==> src/rtl/cpu_2a03_pkg.sv <==
// Shared definitions for the 2A03 core: sequencer states, interrupt vector
// selects and the cycle-counter constants that index the control ROM.
package cpu_2a03_pkg;

    typedef enum logic [1:0] {
        RESET_SEQ = 2'd0,
        FETCH     = 2'd1,
        EXEC      = 2'd2,
        INT_SEQ   = 2'd3
    } seq_state_t;

    localparam logic [1:0] VEC_NONE  = 2'b00;
    localparam logic [1:0] VEC_NMI   = 2'b01;
    localparam logic [1:0] VEC_RESET = 2'b10;
    localparam logic [1:0] VEC_IRQ   = 2'b11;

    // Control ROM row for the opcode fetch, the first execute row, and the
    // shortest legal last-cycle index (every instruction takes at least 2 cycles).
    localparam int CYC_COUNT_FETCH      = 0;
    localparam int CYC_COUNT_FIRST_EXEC = 1;
    localparam int CYC_COUNT_MIN_LAST   = 1;

endpackage

==> src/rtl/cpu_cycle_sequencer_nmi_edge_latch.sv <==
// NMI falling-edge detector with a set/clear pending latch; block suppresses
// new edges while an NMI sequence is already running.
module nmi_edge_latch (
    input  logic clock,
    input  logic nreset,
    input  logic nnmi,
    input  logic block,
    input  logic clear,
    output logic pending
);

    logic nnmi_q;
    logic latch_q;
    logic fall;

    assign fall    = nnmi_q & ~nnmi & ~block;
    assign pending = latch_q | fall;

    // nnmi idles high, so reset to 1 to avoid a false edge on release.
    always_ff @(posedge clock or negedge nreset) begin
        if (!nreset) begin
            nnmi_q  <= 1'b1;
            latch_q <= 1'b0;
        end else begin
            nnmi_q  <= nnmi;
            latch_q <= clear ? 1'b0 : (latch_q | fall);
        end
    end

endmodule

==> src/rtl/cpu_cycle_sequencer.sv <==
// Per-instruction cycle sequencer for the 2A03 core (reset/interrupt sequences,
// cycle extension, NMI/IRQ arbitration). Define CPU_SEQ_RDY_EN to enable RDY read stalls.
module cpu_cycle_sequencer
    import cpu_2a03_pkg::*;
#(
    parameter int CYC_W      = 3,
    parameter int INT_CYCLES = 7
) (
    input  logic             clock,
    input  logic             nreset,
    input  logic [CYC_W-1:0] op_cycles,
    input  logic             add_cycle,
    input  logic             nnmi,
    input  logic             nirq,
    input  logic             i_flag,
    input  logic             rw,
    input  logic             rdy,
    output logic [CYC_W-1:0] cyc_count,
    output logic             sync,
    output logic             inject_brk,
    output logic             force_read,
    output logic [1:0]       vector_sel
);

    localparam logic [CYC_W-1:0] MAX_CYC   = {CYC_W{1'b1}};
    localparam logic [CYC_W-1:0] INT_LAST  = CYC_W'(INT_CYCLES - 1);
    localparam logic [CYC_W-1:0] FETCH_CYC = CYC_W'(CYC_COUNT_FETCH);
    localparam logic [CYC_W-1:0] FIRST_CYC = CYC_W'(CYC_COUNT_FIRST_EXEC);
    localparam logic [CYC_W-1:0] MIN_LAST  = CYC_W'(CYC_COUNT_MIN_LAST);

    seq_state_t       state;
    seq_state_t       state_next;
    logic [CYC_W-1:0] cyc_next;
    logic [CYC_W-1:0] last_cyc;
    logic [CYC_W-1:0] last_next;
    logic [CYC_W-1:0] cur_last;
    logic [CYC_W-1:0] ext_last;
    logic [1:0]       vec_q;
    logic [1:0]       vec_next;
    logic             stall;
    logic             nmi_pending;
    logic             nmi_clear;
    logic             nmi_block;

`ifdef CPU_SEQ_RDY_EN
    assign stall = ~rdy & rw;
`else
    logic rdy_unused;
    assign rdy_unused = rdy & rw;
    assign stall      = 1'b0;
`endif

    assign nmi_block = (state == INT_SEQ) && (vec_q == VEC_NMI);

    nmi_edge_latch u_nmi_edge_latch (
        .clock   (clock),
        .nreset  (nreset),
        .nnmi    (nnmi),
        .block   (nmi_block),
        .clear   (nmi_clear),
        .pending (nmi_pending)
    );

    // Instruction end is loaded from decode on cycle 1; add_cycle on that
    // same edge extends the freshly loaded value rather than the stale one.
    always_comb begin
        cur_last = last_cyc;
        if (cyc_count == FIRST_CYC) begin
            cur_last = (op_cycles < MIN_LAST) ? MIN_LAST : op_cycles;
        end
        ext_last = cur_last;
        if (add_cycle && (cur_last != MAX_CYC)) begin
            ext_last = cur_last + 1'b1;
        end
    end

    always_comb begin
        state_next = state;
        cyc_next   = cyc_count;
        last_next  = last_cyc;
        vec_next   = vec_q;
        nmi_clear  = 1'b0;
        if (!stall) begin
            case (state)
                RESET_SEQ: begin
                    if (cyc_count == INT_LAST) begin
                        state_next = FETCH;
                        cyc_next   = FETCH_CYC;
                        vec_next   = VEC_NONE;
                    end else begin
                        cyc_next = cyc_count + 1'b1;
                    end
                end
                FETCH: begin
                    state_next = EXEC;
                    cyc_next   = FIRST_CYC;
                end
                EXEC: begin
                    last_next = ext_last;
                    if (cyc_count >= ext_last) begin
                        cyc_next = FETCH_CYC;
                        if (nmi_pending) begin
                            state_next = INT_SEQ;
                            vec_next   = VEC_NMI;
                            nmi_clear  = 1'b1;
                        end else if (!nirq && !i_flag) begin
                            state_next = INT_SEQ;
                            vec_next   = VEC_IRQ;
                        end else begin
                            state_next = FETCH;
                        end
                    end else begin
                        cyc_next = cyc_count + 1'b1;
                    end
                end
                INT_SEQ: begin
                    // An NMI arriving before the last IRQ cycle takes over its vector.
                    if ((vec_q == VEC_IRQ) && nmi_pending && (cyc_count != INT_LAST)) begin
                        vec_next  = VEC_NMI;
                        nmi_clear = 1'b1;
                    end
                    if (cyc_count == INT_LAST) begin
                        state_next = FETCH;
                        cyc_next   = FETCH_CYC;
                        vec_next   = VEC_NONE;
                    end else begin
                        cyc_next = cyc_count + 1'b1;
                    end
                end
                default: begin
                    state_next = RESET_SEQ;
                    cyc_next   = FETCH_CYC;
                    vec_next   = VEC_RESET;
                end
            endcase
        end
    end

    always_ff @(posedge clock or negedge nreset) begin
        if (!nreset) begin
            state     <= RESET_SEQ;
            cyc_count <= FETCH_CYC;
            last_cyc  <= '0;
            vec_q     <= VEC_RESET;
        end else begin
            state     <= state_next;
            cyc_count <= cyc_next;
            last_cyc  <= last_next;
            vec_q     <= vec_next;
        end
    end

    // Cycle 0 of the reset sequence is the reset-held cycle, so BRK injection
    // starts once the counter has left zero.
    assign sync       = (state == FETCH) || ((state == INT_SEQ) && (cyc_count == FETCH_CYC));
    assign inject_brk = ((state == RESET_SEQ) && (cyc_count != FETCH_CYC)) ||
                        ((state == INT_SEQ) && (cyc_count == FETCH_CYC));
    assign force_read = (state == RESET_SEQ);
    assign vector_sel = vec_q;

endmodule
==> config.mk <==
export PLATFORM = sky130hd
export DESIGN_NAME = cpu_cycle_sequencer
export DESIGN_NICKNAME = d
export VERILOG_FILES = /design/src/rtl/cpu_2a03_pkg.sv /design/src/rtl/cpu_cycle_sequencer_nmi_edge_latch.sv /design/src/rtl/cpu_cycle_sequencer.sv
export SDC_FILE = /design/constraint.sdc
export NUM_CORES = 1
export LEC_CHECK = 0
export CAP_MARGIN = 20
export CORE_ASPECT_RATIO = 1.4
export CORE_UTILIZATION = 45
export CTS_CLUSTER_DIAMETER = 80
export DETAILED_ROUTE_END_ITERATION = 10
export HOLD_SLACK_MARGIN = 0.12
export PLACE_DENSITY = 0.72
export SYNTH_ARGS = -nofsm -noshare
export SYNTH_HDL_FRONTEND = slang
export SYNTH_SLANG_ARGS = --single-unit
==> constraint.sdc <==
create_clock -name clock -period 8.4 [get_ports clock]
set_input_delay 2.52 -clock clock [delete_from_list [all_inputs] [get_ports clock]]
set_output_delay 2.52 -clock clock [all_outputs]
set_load 0.03 [all_outputs]
Word level (Yosys, flattened, before mapping)
Cells that the tools add are included.
- register bits after elaboration: 12
- input port bits: 11
- output and inout port bits: 8
- word-level logic and storage cells: 70
- $add $sub $neg: 2
- magnitude comparators: 2
- eq/ne operators: 14
- multiplexer cells: 23
- bitwise operators: 5
- reductions and logical operators: 18
- operator list (cell ; number):
    $mux W2 ; 10
    $mux W3 ; 5
    $pmux W2 S3 ; 2
    $ne A3 B3 Y1 const B ; 3
    $pmux W3 S3 ; 1
    $logic_and A1 B1 Y1 ; 7
    $add A3 B1 Y3 const B ; 2
    $eq A2 B2 Y1 const B ; 3
    $reduce_bool A3 Y1 ; 2
    $reduce_and A5 Y1 ; 1
    $eq A2 B1 Y1 const B ; 2
    $mux W1 ; 4
    $ne A2 B1 Y1 const B ; 2
    $eq A3 B1 Y1 const B ; 1
    $eq A3 B3 Y1 const B ; 1
    $ge A3 B3 Y1 ; 1
    $logic_not A3 Y1 ; 1
    $lt A3 B1 Y1 const B ; 1
    $ne A3 B1 Y1 const B ; 1
    $and A1 B1 Y1 ; 2
    $logic_not A1 Y1 ; 2
    $logic_not A2 Y1 ; 1
    $logic_or A1 B1 Y1 ; 2
    $ne A2 B2 Y1 const B ; 1
    other kinds (5) ; 6

Depth between registers and ports, before layout
- depth in word-level cells: 10
- gate-level depth with buffers: 14
- mapped depth without buffers: 14

By module
Synthesis repeated with hierarchy kept, for this count alone.
- cells, all modules: 88
- area total of the unflattened synthesis: 875.8 µm²
- modules (own cells, without submodules) (module ; instances ; cells an instance ; area each (µm²) ; seq. area each (µm²)):
    cpu_cycle_sequencer ; 1 ; 83 ; 795.8 ; 251.5
    nmi_edge_latch ; 1 ; 5 ; 80.1 ; 51.3

Worst setup path after synthesis
Ideal clock, no wire load.
- kind: input to register
- start: in op_cycles[0]
- end: reg state[0]
- arrival: 4613 ps
- required time: 8321 ps
- slack: 3707 ps
- stages: 12
- path through: o21bai_1 mux2i_1 inv_1 ha_1 ha_1 nand2b_1 mux2i_1 ha_1 nand2_1 o21a_1 a21oi_1 mux2i_1
- longest elaborated chain between the ends: 9
- RTL lines (item ; line ; RTL):
    from (decl) ; cpu_cycle_sequencer.sv:11 ; input logic [CYC_W-1:0] op_cycles,
    $lt A3 B1 Y1 ; cpu_cycle_sequencer.sv:69 ; cur_last = (op_cycles < MIN_LAST) ? MIN_LAST : op_cycles;
    $mux W3 * ; cpu_cycle_sequencer.sv:69 ;
    $mux W3 * ; cpu_cycle_sequencer.sv:68 ; if (cyc_count == FIRST_CYC) begin
    branches (longest 2 deep; another with $add A3 B1 Y3) ; n/a ;
    $mux W3 * ; cpu_cycle_sequencer.sv:72 ; if (add_cycle && (cur_last != MAX_CYC)) begin
    $ge A3 B3 Y1 * ; cpu_cycle_sequencer.sv:100 ; if (cyc_count >= ext_last) begin
    $ne A2 B2 Y1 (no source line) * ; n/a ;
    $reduce_and A2 Y1 (no source line) * ; n/a ;
    to (signal assigned) ; cpu_cycle_sequencer.sv:146 ; state <= state_next;
    to (decl) ; cpu_cycle_sequencer.sv:31 ; seq_state_t state;
Every way passes the cells marked *.
A chain may end at the register's enable or synchronous reset.

Worst setup path in the final report
- start: in op_cycles[1]
- end: reg state[0]
The elaborated chain is that of the path after synthesis.

==> impl_metrics.py <==
metrics = {
    "run_status": {
        "status": "finished clean",
    },
    "synthesis": {
        "yosysTopAreaCellShare_pct": 27.4,
        "yosysTopAreaCell": "dfrtp_1",
        "ys_top_cells_by_area": "dfrtp_1, ha_1, mux2i_1",
        "ys_seq_area_share_pct": 33.2,
        "yosys_warnings": 0,
        "synth_cells": 91,
        "synth-edff-count": 0,
        "avgSynthCellArea_sq_um": 10.0,
        "syn_area_sq_um": 913,
        "synth_ff_type": "dfrtp_1",
        "synth.area.mux_share_pct": 10.3,
        "yosysUniqueCellTypes": 35,
        "yosys.cell_count.top_type": "ha_1",
        "synth_top_family_by_area": "compound AO/OA/AOI/OAI gates",
        "yosys.area_share.simple_pct": 12.7,
        "syn-num-nets": 115,
        "synth-xor-area-share_pct": 1.92,
        "ys_async_sr_fraction_pct": 100,
        "ys_top_cells_by_count": "ha_1, dfrtp_1, inv_1",
        "ys_ff_latch": 12,
        "synthAdderAreaFrac_pct": 17.8,
        "synth_compound_area_share_pct": 19.2,
    },
    "cts": {
        "holdBufCountCts": 0,
        "clockBufferDepth": 2,
        "htree_levels": 1,
        "cts.sinks": 12,
        "cts_buffers": 3,
        "root_buffer": "clkbuf_4",
        "ctsResizeCount": 0,
        "clkLatencyLatePin_ps": 280,
        "cts_setup_buffers": 0,
        "cts_tree": "done",
        "clk_pin_slew_ps": 80,
    },
    "worst_setup_path": {
        "path_delay_family": "adder cells",
        "start_kind": "input port",
        "worstPathArrival_ps": 5310,
        "critPathLaunch": "op_cycles[1]",
        "cp_slowest_cell": "clkdlybuf4s50_1",
        "path_buf_inv": 2,
        "cp_max_fo": 4,
        "r2r_start": "cyc_count[1]",
        "critPathRequiredTime_ps": 8610,
        "slowest_delay_ps": 470,
        "critical_path_class": "in2reg",
        "worstSetupEndpointType": "register",
        "crit_path_cell_trace": "clkdlybuf4s50_1 > o21bai_1 > mux2i_1 > inv_1 > ha_1 > ha_1 > nand2b_1 > mux2i_1 > ha_1 > nand2_1 > o21a_1 > a21oi_1 > mux2i_1",
    },
    "global_route": {
        "first_global_vias": 742,
        "grt.total_usage_pct": 19.8,
        "antenna_found_initial": 0,
        "grt_max_degree": 13,
        "grt_pass1_wl_mm": 3.08,
        "grt.overflow.total": 0,
    },
    "routing": {
        "drc": 0,
        "drtIter0Drc": 6,
        "via_per_inst": 5.64,
        "drtPass1Iterations": 4,
        "ant_nets": 0,
        "wire_per_inst_um": 13.9,
        "route.vias.total": 728,
        "wl_mm": 1.79,
    },
    "layout": {
        "syn2layout_area_growth_pct": 21.9,
        "n_antenna_cell": 0,
        "nFillCells": 152,
        "drive_gt1_share_pct": 11.9,
        "final_util_pct": 61.0,
        "final_nets": 134,
        "postLayoutCellArea_sq_um": 1110,
    },
    "sta": {
        "finalWorstSetupSlack_ps": 3310,
        "setup-tns-final_ps": 0,
        "finalMaxSlewViolations": 0,
        "clock-skew-final_ps": 11.5,
        "rsz0062_at_grt": "false",
        "finalHoldViolations": 0,
        "fin_crit_sh_pct": 60.6,
        "finalSetupViolCount": 0,
        "tightestPinTransition_ps": 534,
        "fmax_mhz": 196,
        "slew_headroom_pct": 64.3,
        "timing.final.crit_period_ps": 5090,
    },
    "power_and_ir_drop": {
        "pwr_density_cell_nw_per_um2": 438,
        "p_leak_nw": 0.509,
        "max-vdd-ir-drop_v": 0.000275,
    },
    "die": {
        "die_y_um": 55.3,
        "core_sq_um": 1820,
        "rows": 18,
        "initial_core_util_pct": 50.1,
        "dieArea_sq_um": 2220,
        "fp.dieW_um": 40.1,
        "io_pins": 19,
    },
    "placed_design": {
        "gp_congestion": 0.746,
        "placement.cell_area_sq_um": 1090,
        "dp_slack_ps": 2980,
        "io_buffers": 16,
        "hpwl_mm": 1.39,
    },
    "worst_hold_path": {
        "worstHoldStart": "last_cyc[0]",
        "min_path_type": "reg2reg",
    },
    "run": {
        "drv_cap": 0,
    },
}
registers in the layout, summed over array words and instances (netlist names):
| name | cells |
|---|---|
| vector_sel | 2 |
| state | 2 |
| last_cyc | 3 |
| u_nmi_edge_latch.nnmi_q | 1 |
| cyc_count | 3 |
| u_nmi_edge_latch.latch_q | 1 |
worst register-to-register path: stages (launching register included):
cell and delay [ps]:
dfrtp_1 430, inv_1 100, ha_1 170, nor2b_4 190
mux2_2 360, ha_1 200, ha_1 180, nand2b_1 200
mux2i_1 190, ha_1 320, nand2_1 70, o21a_1 210
a21oi_1 380, mux2i_1 220
logic make-up after synthesis:
| group | Yosys count |
|---|---|
| DFF | 12 |
| buffers and inverters | 11 |
| AOI/OAI and AO/OA | 24 |
| and+or+nand+nor | 20 |
| muxes | 9 |
| adders and majority gates | 13 |
| xor gates and xnor gates | 2 |
cell usage in the layout, fill, tap and decap left out:
master           netlist  layout
a211oi_1               1       1
a211oi_2               1       1
a21bo_2                1       1
a21oi_1                6       6
a221oi_1               1       1
a31oi_1                2       2
a41o_1                 1       1
and2_1                 1       1
clkbuf_1               1       1
clkbuf_4               0       3
clkdlybuf4s50_1        0      16
dfrtp_1               10      10
dfstp_2                2       2
ha_1                  13      13
inv_1                  9       9
mux2_2                 3       3
mux2i_1                6       6
nand2_1                3       3
nand2b_1               4       4
nand3_1                2       2
nand3b_1               2       2
nor2_1                 3       3
nor2b_1                2       2
nor2b_4                1       1
nor3_1                 1       1
o2111ai_1              1       1
o211ai_1               1       1
o211ai_2               1       1
o21a_1                 2       2
o21a_2                 1       1
o21ai_0                2       2
o21bai_1               2       2
o22ai_1                1       1
or3_1                  1       1
xnor2_1                1       1
xor2_1                 1       1
final timing paths:
kind | slack [ps] | end | cells after the start
max | 3310 | state[0] | 13
min | 520 | last_cyc[0] | 1
max reg2reg | 5100 | state[0] | 13
min reg2reg | 520 | last_cyc[0] | 1
max in group asynchronous | 5440 | u_nmi_edge_latch.nnmi_q | 1
min in group asynchronous | 2580 | vector_sel[0] | 1
routing by layer:
| metal | GRT usage, % | vias to the layer above | part of all wire (%) |
|---|---|---|---|
| met2 | 33.9 | 20 | 53 |
| met3 | 2.41 | 5 | 5.0 |
| met1 | 21.7 | 339 | 40 |
| met5 | 0 | - | 0 |
| met4 | 10.3 | 0 | 2.8 |
| li1 | - | 364 | - |
metrics by stage:
stage	instances	power, W	hold slack, ps
final	129	0.000488	516
after global routing	129	0.000537	553
after CTS	129	0.000492	522
after detailed placement	125	0.000452	507
after global placement	125	0.000438	495
after floorplan	91	0.000361	480
area by class of cell:
class / instances / area [sq um] / area share (%)
repair buffers: 16 / 160 / 14.4
clock buffers: 4 / 26.3 / 2.36
multi-input cells: 68 / 566 / 50.8
flip-flops and latches: 12 / 303 / 27.2
inverters: 9 / 33.8 / 3.03
well taps: 20 / 25.0 / 2.25
report_power, final:
part / leakage [nW] / switching (W) / total [W] / internal, W
Combinational: 0.357 / 0.000188 / 0.000339 / 0.000151
Clock: 0.0150 / 0.0000194 / 0.0000378 / 0.0000185
Sequential: 0.137 / 0.0000276 / 0.000111 / 0.0000837
Total: 0.509 / 0.000235 / 0.000488 / 0.000253
Note: power is estimated with default switching activity, not from simulation.
